### src/rtl/cmp_nic_arb_pkg.sv
`default_nettype none
// +--------------------------------------------------------------------------+
// | Module      : cmp_nic_arb_pkg                                            |
// | Description : Shared types and constants for the two-core NIC arbiter:   |
// |               FSM state encoding, default NIC widths and core indices.   |
// | Revision    : 1.0 - initial release                                      |
// +--------------------------------------------------------------------------+
package cmp_nic_arb_pkg;

  // Default NIC register-port widths
  localparam int DATA_W_DEFAULT     = 64;
  localparam int NIC_ADDR_W_DEFAULT = 2;

  // Core indices, also used as the pointer / winner / lock-owner encoding
  localparam logic CORE0 = 1'b0;
  localparam logic CORE1 = 1'b1;

  // One NIC access per grant: register fields, strobe, collect data, complete
  typedef enum logic [1:0] {
    IDLE = 2'd0,
    CMD  = 2'd1,
    DATA = 2'd2,
    DONE = 2'd3
  } arb_state_t;

endpackage : cmp_nic_arb_pkg
`default_nettype wire

### src/rtl/cmp_nic_rr_pick.sv
`default_nettype none
// +--------------------------------------------------------------------------+
// | Module      : cmp_nic_rr_pick                                            |
// | Description : Combinational two-way round-robin picker. A lone requester |
// |               wins; on contention the core named by ptr wins. With       |
// |               CMP_NIC_ARB_LOCK_EN defined, a valid lock owner is the     |
// |               only core that may be granted.                             |
// | Revision    : 1.0 - initial release                                      |
// |                                                                          |
// | Ports                                                                    |
// |   req         in  [1:0] request per core (bit k = core k)                |
// |   ptr         in        priority pointer (core favoured on contention)   |
// |   lock_owner  in        current lock owner   (CMP_NIC_ARB_LOCK_EN only)  |
// |   lock_valid  in        lock owner is active (CMP_NIC_ARB_LOCK_EN only)  |
// |   winner      out       granted core index                               |
// |   grant_valid out       a grant is made this cycle                       |
// +--------------------------------------------------------------------------+
module cmp_nic_rr_pick
  import cmp_nic_arb_pkg::*;
(
  input  logic [1:0] req,
  input  logic       ptr,
`ifdef CMP_NIC_ARB_LOCK_EN
  input  logic       lock_owner,
  input  logic       lock_valid,
`endif
  output logic       winner,
  output logic       grant_valid
);

  always_comb begin
    grant_valid = |req;
    winner      = CORE0;
    if (req == 2'b11) begin
      winner = ptr;
    end else if (req[CORE1]) begin
      winner = CORE1;
    end
`ifdef CMP_NIC_ARB_LOCK_EN
    // An owned NIC is granted only to its owner; the other core simply waits
    if (lock_valid) begin
      winner      = lock_owner;
      grant_valid = req[lock_owner];
    end
`endif
  end

endmodule : cmp_nic_rr_pick
`default_nettype wire

### src/rtl/cmp_nic_arbiter.sv
`default_nettype none
// +--------------------------------------------------------------------------+
// | Module      : cmp_nic_arbiter                                            |
// | Description : Shares one NIC register port between two cores. Grants    |
// |               round-robin, performs one NIC access per grant and returns |
// |               a one-cycle done pulse (plus read data) to the winner.     |
// |               Optional feature macro: CMP_NIC_ARB_LOCK_EN (lock ports).  |
// | Revision    : 1.0 - initial release                                      |
// |                                                                          |
// | Ports                                                                    |
// |   clk, reset               clock, asynchronous active-low reset          |
// |   cX_nicEn/nicWrEn         core request / write(1) read(0)               |
// |   cX_addr_nic/din_nic      core address / write data                     |
// |   cX_lock                  hold ownership (CMP_NIC_ARB_LOCK_EN only)     |
// |   cX_dout_nic/done         core read data / completion pulse             |
// |   nicEn/nicWrEn/addr_nic/din_nic  NIC command outputs                    |
// |   dout_nic                 NIC read data (valid cycle after nicEn)       |
// +--------------------------------------------------------------------------+
module cmp_nic_arbiter
  import cmp_nic_arb_pkg::*;
#(
  parameter int DATA_W     = DATA_W_DEFAULT,
  parameter int NIC_ADDR_W = NIC_ADDR_W_DEFAULT
) (
  input  logic                  clk,
  input  logic                  reset,
`ifdef CMP_NIC_ARB_LOCK_EN
  input  logic                  c0_lock,
  input  logic                  c1_lock,
`endif
  input  logic                  c0_nicEn,
  input  logic                  c0_nicWrEn,
  input  logic [0:NIC_ADDR_W-1] c0_addr_nic,
  input  logic [0:DATA_W-1]     c0_din_nic,
  output logic [0:DATA_W-1]     c0_dout_nic,
  output logic                  c0_done,
  input  logic                  c1_nicEn,
  input  logic                  c1_nicWrEn,
  input  logic [0:NIC_ADDR_W-1] c1_addr_nic,
  input  logic [0:DATA_W-1]     c1_din_nic,
  output logic [0:DATA_W-1]     c1_dout_nic,
  output logic                  c1_done,
  output logic                  nicEn,
  output logic                  nicWrEn,
  output logic [0:NIC_ADDR_W-1] addr_nic,
  output logic [0:DATA_W-1]     din_nic,
  input  logic [0:DATA_W-1]     dout_nic
);

  arb_state_t              r_state;
  logic                    r_ptr;
  logic                    r_winner;
  logic                    r_nic_en;
  logic                    r_nic_wr_en;
  logic [0:NIC_ADDR_W-1]   r_addr;
  logic [0:DATA_W-1]       r_din;
  logic                    r_c0_done;
  logic                    r_c1_done;
  logic [0:DATA_W-1]       r_c0_dout;
  logic [0:DATA_W-1]       r_c1_dout;

  logic [1:0]              w_req;
  logic                    w_winner;
  logic                    w_grant_valid;

  assign w_req = {c1_nicEn, c0_nicEn};

`ifdef CMP_NIC_ARB_LOCK_EN
  logic r_lock_owner;
  logic r_lock_valid;
  logic r_lock_req;   // lock bit presented with the access in flight
  logic w_lock;

  assign w_lock = (w_winner == CORE1) ? c1_lock : c0_lock;
`endif

  cmp_nic_rr_pick u_pick (
    .req         (w_req),
    .ptr         (r_ptr),
`ifdef CMP_NIC_ARB_LOCK_EN
    .lock_owner  (r_lock_owner),
    .lock_valid  (r_lock_valid),
`endif
    .winner      (w_winner),
    .grant_valid (w_grant_valid)
  );

  always_ff @(posedge clk or negedge reset) begin
    if (!reset) begin
      r_state      <= IDLE;
      r_ptr        <= CORE0;
      r_winner     <= CORE0;
      r_nic_en     <= 1'b0;
      r_nic_wr_en  <= 1'b0;
      r_addr       <= '0;
      r_din        <= '0;
      r_c0_done    <= 1'b0;
      r_c1_done    <= 1'b0;
      r_c0_dout    <= '0;
      r_c1_dout    <= '0;
`ifdef CMP_NIC_ARB_LOCK_EN
      r_lock_owner <= CORE0;
      r_lock_valid <= 1'b0;
      r_lock_req   <= 1'b0;
`endif
    end else begin
      case (r_state)
        IDLE: begin
          if (w_grant_valid) begin
            r_winner    <= w_winner;
            r_nic_en    <= 1'b1;
            r_nic_wr_en <= (w_winner == CORE1) ? c1_nicWrEn  : c0_nicWrEn;
            r_addr      <= (w_winner == CORE1) ? c1_addr_nic : c0_addr_nic;
            r_din       <= (w_winner == CORE1) ? c1_din_nic  : c0_din_nic;
`ifdef CMP_NIC_ARB_LOCK_EN
            r_lock_req  <= w_lock;
            if (w_lock) begin
              r_lock_owner <= w_winner;
              r_lock_valid <= 1'b1;
            end
`endif
            r_state     <= CMD;
          end
        end
        CMD: begin
          r_nic_en <= 1'b0;
          r_state  <= DATA;
        end
        DATA: begin
          // NIC data is valid now; done is raised here so it is high in DONE
          if (!r_nic_wr_en) begin
            if (r_winner == CORE1) r_c1_dout <= dout_nic;
            else                   r_c0_dout <= dout_nic;
          end
          r_c0_done <= (r_winner == CORE0);
          r_c1_done <= (r_winner == CORE1);
          r_state   <= DONE;
        end
        DONE: begin
          r_c0_done <= 1'b0;
          r_c1_done <= 1'b0;
          r_ptr     <= ~r_winner;
`ifdef CMP_NIC_ARB_LOCK_EN
          // An owner access issued without lock releases ownership
          if (r_lock_valid && (r_lock_owner == r_winner) && !r_lock_req) begin
            r_lock_valid <= 1'b0;
          end
`endif
          r_state   <= IDLE;
        end
        default: r_state <= IDLE;
      endcase
    end
  end

  assign nicEn       = r_nic_en;
  assign nicWrEn     = r_nic_wr_en;
  assign addr_nic    = r_addr;
  assign din_nic     = r_din;
  assign c0_done     = r_c0_done;
  assign c1_done     = r_c1_done;
  assign c0_dout_nic = r_c0_dout;
  assign c1_dout_nic = r_c1_dout;

endmodule : cmp_nic_arbiter
`default_nettype wire

### config.mk
export PLATFORM = sky130hd
export DESIGN_NAME = cmp_nic_arbiter
export DESIGN_NICKNAME = d
export VERILOG_FILES = /design/src/rtl/cmp_nic_arb_pkg.sv /design/src/rtl/cmp_nic_rr_pick.sv /design/src/rtl/cmp_nic_arbiter.sv
export SDC_FILE = /design/constraint.sdc
export NUM_CORES = 1
export LEC_CHECK = 0
export ABC_CLOCK_PERIOD_IN_PS = 2000
export CORE_MARGIN = 5
export CORE_UTILIZATION = 35
export CTS_CLUSTER_SIZE = 40
export DETAILED_ROUTE_END_ITERATION = 8
export GPL_ROUTABILITY_DRIVEN = 0
export PLACE_DENSITY = 0.76
export SLEW_MARGIN = 25
export SYNTH_ARGS = -nofsm -noshare
export SYNTH_HDL_FRONTEND = slang
export SYNTH_HIERARCHICAL = 1
export SYNTH_SLANG_ARGS = --single-unit
### constraint.sdc
create_clock -name clk -period 2 [get_ports clk]
set_input_delay 0.4 -clock clk [delete_from_list [all_inputs] [get_ports clk]]
set_output_delay 0.4 -clock clk [all_outputs]
set_load 0.05 [all_outputs]
==> summary.md <==
| Metric | Value |
|---|---|
| Synth top area share | `58.22%` |
| Slew Limit Fails | `0` |
| Initial antenna violation count | `0` |
| Worst EP required | `2.37 ns` |
| Crit path max-delay family | `buffers and inverters` |
| Max Cap Violations | `0` |
| Pwr/cell area | `slightly below 2000 nW/um2` |
| Htree depth | `1` |
| Clock root cell | `clkbuf_16` |
| Synthesized area per cell | `between 10 and 15 um2` |
| Routed vias | `6,575` |
| DR pass1 iterations | `4` |
| Initial drt markers | `304` |
| Layout cell share with drive strength beyond 1 | `22.22%` |
| Hold Crit Class | `input port to asynchronous set/reset pin` |
| CP Launch Type | `register` |
| Slowest-stage cell, CP | `dfrtp_1` |
| Cell Area, Synth | `roughly 8700 um2` |
| Synth Register Bits | `202` |
| Mapped Nets | `816` |
| CTS tree | `built` |
| Top FF cell, synth | `dfrtp_1` |
| Gr usage total | `between 10% and 20%` |
| I/O pin count | `400` |
| Critical R2R Launch | `r_state[0]` |
| Synth Warn # | `6` |
| Tmin final | `1.896 ns` |
| RSZ-0062 raised after global routing | `no` |
| Final Skew | `0.01330 ns` |
| Drt wl/cell | `19.90 um` |
| Outcome | `finished, final reports clean` |
| Fin. Hold Viols | `0` |
| Routed Antenna Nets | `0` |
| First-pass GRT wire length | `40.85 mm` |
| Sequential-to-total area share from yosys stat | `about three fifths` |
| Yosys cell types | `22` |
| Multi-input logic area | `3264 um2` |
| Reg2reg path depth | `6` |
| RR Endpoint | `c0_dout_nic[62]` |
| Register area | `5055 um2` |
| Final setup fails | `0` |
| Slew @ Worst Pin | `0.5473 ns` |
| FILL cells | `2,093` |
| Clock Pin Slew Worst Setup and Hold Paths | `0.06 ns` |
| # diodes | `0` |
| Largest area contributor in the netlist | `dfrtp_1` |
| WP buf/inv | `3` |
| Worst EP arrival | `around 2.3 ns` |
| Core area | `approximately 24,000 um2` |
| Max VDD drop | `0.001067 V` |
| Row count | `57` |
| CTS Sinks | `202` |
| Final Instance Area | `between 10,000 and 15,000 um2` |
| Die ar. | `28,060 um2` |
| Chip height | `approximately 170 um` |
| Ys async rst share | `100.0%` |
| Worst R2R Setup Slack | `0.10 ns` |
| Max stage delay on crit path | `0.37 ns` |
| Leak pwr | `0.006038 uW` |
| Post-synth EDFFs | `0` |
| Clock Latency Late Sink | `0.50 ns` |
| Crit-path max FO | `30` |
| Grt total ovfl | `0` |
| Max Root-Sink Buffers | `3` |
| Syn Inst Count | `607` |
| DR vias/cell | `4.870` |
| Placed inst area | `12,970 um2` |
| Most common cell in the netlist | `dfrtp_1` |
| Area Overhead vs Synth | `56.45%` |
| Die Wd | `167.5 um` |
| DP HPWL | `19.97 mm` |
| Crit end category | `register` |
| Core Util, Final | `55.69%` |
| WL final | `26.87 mm` |
| # port buffers | `between 300 and 400` |
| Synth top cells by count | `dfrtp_1, a21oi_1, mux2i_1` |
| Fin nets | `~1,200` |
| Total CTS buffers | `23` |
| Period utilisation layout | `94.82%` |
| WP depth | `6` |
| Critical path class | `register to register` |
| Remaining DRCs | `0` |
| Vias in the first global route | `6,938` |
| Max frequency | `527.3 MHz` |
| Worst Hold Slack | `roughly 0.44 ns` |
| Slew margin rel. | `63.66%` |
| Largest net degree at the start of global routing | `54` |
| Synth top area cells | `dfrtp_1, mux2_4, mux2_2` |
| Crit-path cells | `inv_1 -> ha_2 -> nor3b_4 -> buf_12 -> buf_16 -> mux2_2` |
| Fin Setup TNS | `0 ns` |
| Starting Density | `35.60%` |
## routing by layer
layer	up-vias	part of all wire (%)	GRT usage (%)
met1	3219	40	22.19
met3	53	9.3	5.446
li1	2975	-	-
met4	0	2.4	4.834
met2	328	48	31.03
met5	-	0	0
## worst max path at each step
stage                 endpoint        from  slack, ns
2_1_floorplan  c0_dout_nic[10]  r_state[0]       0.28
3_3_place_gp       din_nic[36]    c1_nicEn       0.06
3_5_place_dp        din_nic[1]    c0_nicEn       0.02
4_1_cts         c0_dout_nic[0]  r_state[0]       0.03
5_1_grt        c0_dout_nic[62]  r_state[0]      0.005
6_report       c0_dout_nic[62]  r_state[0]       0.10
## final cells by class
type	instances	area share, %
clock inverters	6	0.4974
flip-flops and latches	202	37.21
clock buffers	34	5.057
inverters	5	0.1382
multi-input cells	354	24.03
repair buffers	425	30.08
well taps	324	2.985
## power by group
group	leakage (uW)	switching, uW	internal, uW
combinational	0.00336	10400	4920
clock	0.000365	1660	2500
sequential	0.00231	1140	6190
total	0.00604	13200	13600
## cell families after synthesis
family,after synthesis,share of synthesized area [%]
buffers and inverters,51,4.453
muxes,202,27.76
DFF,202,58.22
adders and majority gates,7,1.009
AOI/OAI and AO/OA,136,7.869
and+or+nand+nor,9,0.6920
## through the flow
stage / worst slack (ns) / power [uW] / instances
4_1_cts: 0.02978 / 27040 / 1348
3_5_place_dp: 0.02491 / 24000 / 1307
6_report: 0.1036 / 26830 / 1350
3_3_place_gp: 0.06227 / 23760 / 1307
5_1_grt: 0.004583 / 28030 / 1350
2_1_floorplan: 0.2793 / 18270 / 607
## cells in the final DEF (no fill, tap or decap), types with 2 or more instances in the layout
| master | instances |
|---|---|
| a21oi_1 | 135 |
| mux2_2 | 70 |
| buf_4 | 42 |
| clkbuf_16 | 24 |
| mux2_4 | 60 |
| inv_1 | 5 |
| ha_2 | 2 |
| clkbuf_8 | 8 |
| buf_12 | 11 |
| clkinvlp_4 | 2 |
| dlygate4sd2_1 | 168 |
| nor2_1 | 2 |
| clkdlybuf4s50_1 | 200 |
| mux2i_1 | 72 |
| clkbuf_1 | 4 |
| dfrtp_1 | 202 |
| ha_1 | 5 |
## what timing repair did
action                                  in CTS  in global routing
hold endpoints to repair                    44                  0
buffers inserted                             0                  1
endpoints found under the setup margin     168                 57
gates cloned                                 0                  1
gates resized for setup                    168                  2
hold buffers                                 1                  0
## registers in the layout, indices dropped and copies added (netlist names)
| register | count |
|---|---|
| c0_dout_nic | 64 |
| c1_dout_nic | 64 |
| din_nic | 64 |
| addr_nic | 2 |
| r_state | 2 |
| c0_done | 1 |
| c1_done | 1 |
| nicEn | 1 |
| nicWrEn | 1 |
| r_ptr | 1 |
| r_winner | 1 |
No activity file was read; power rests on OpenSTA's default activity.
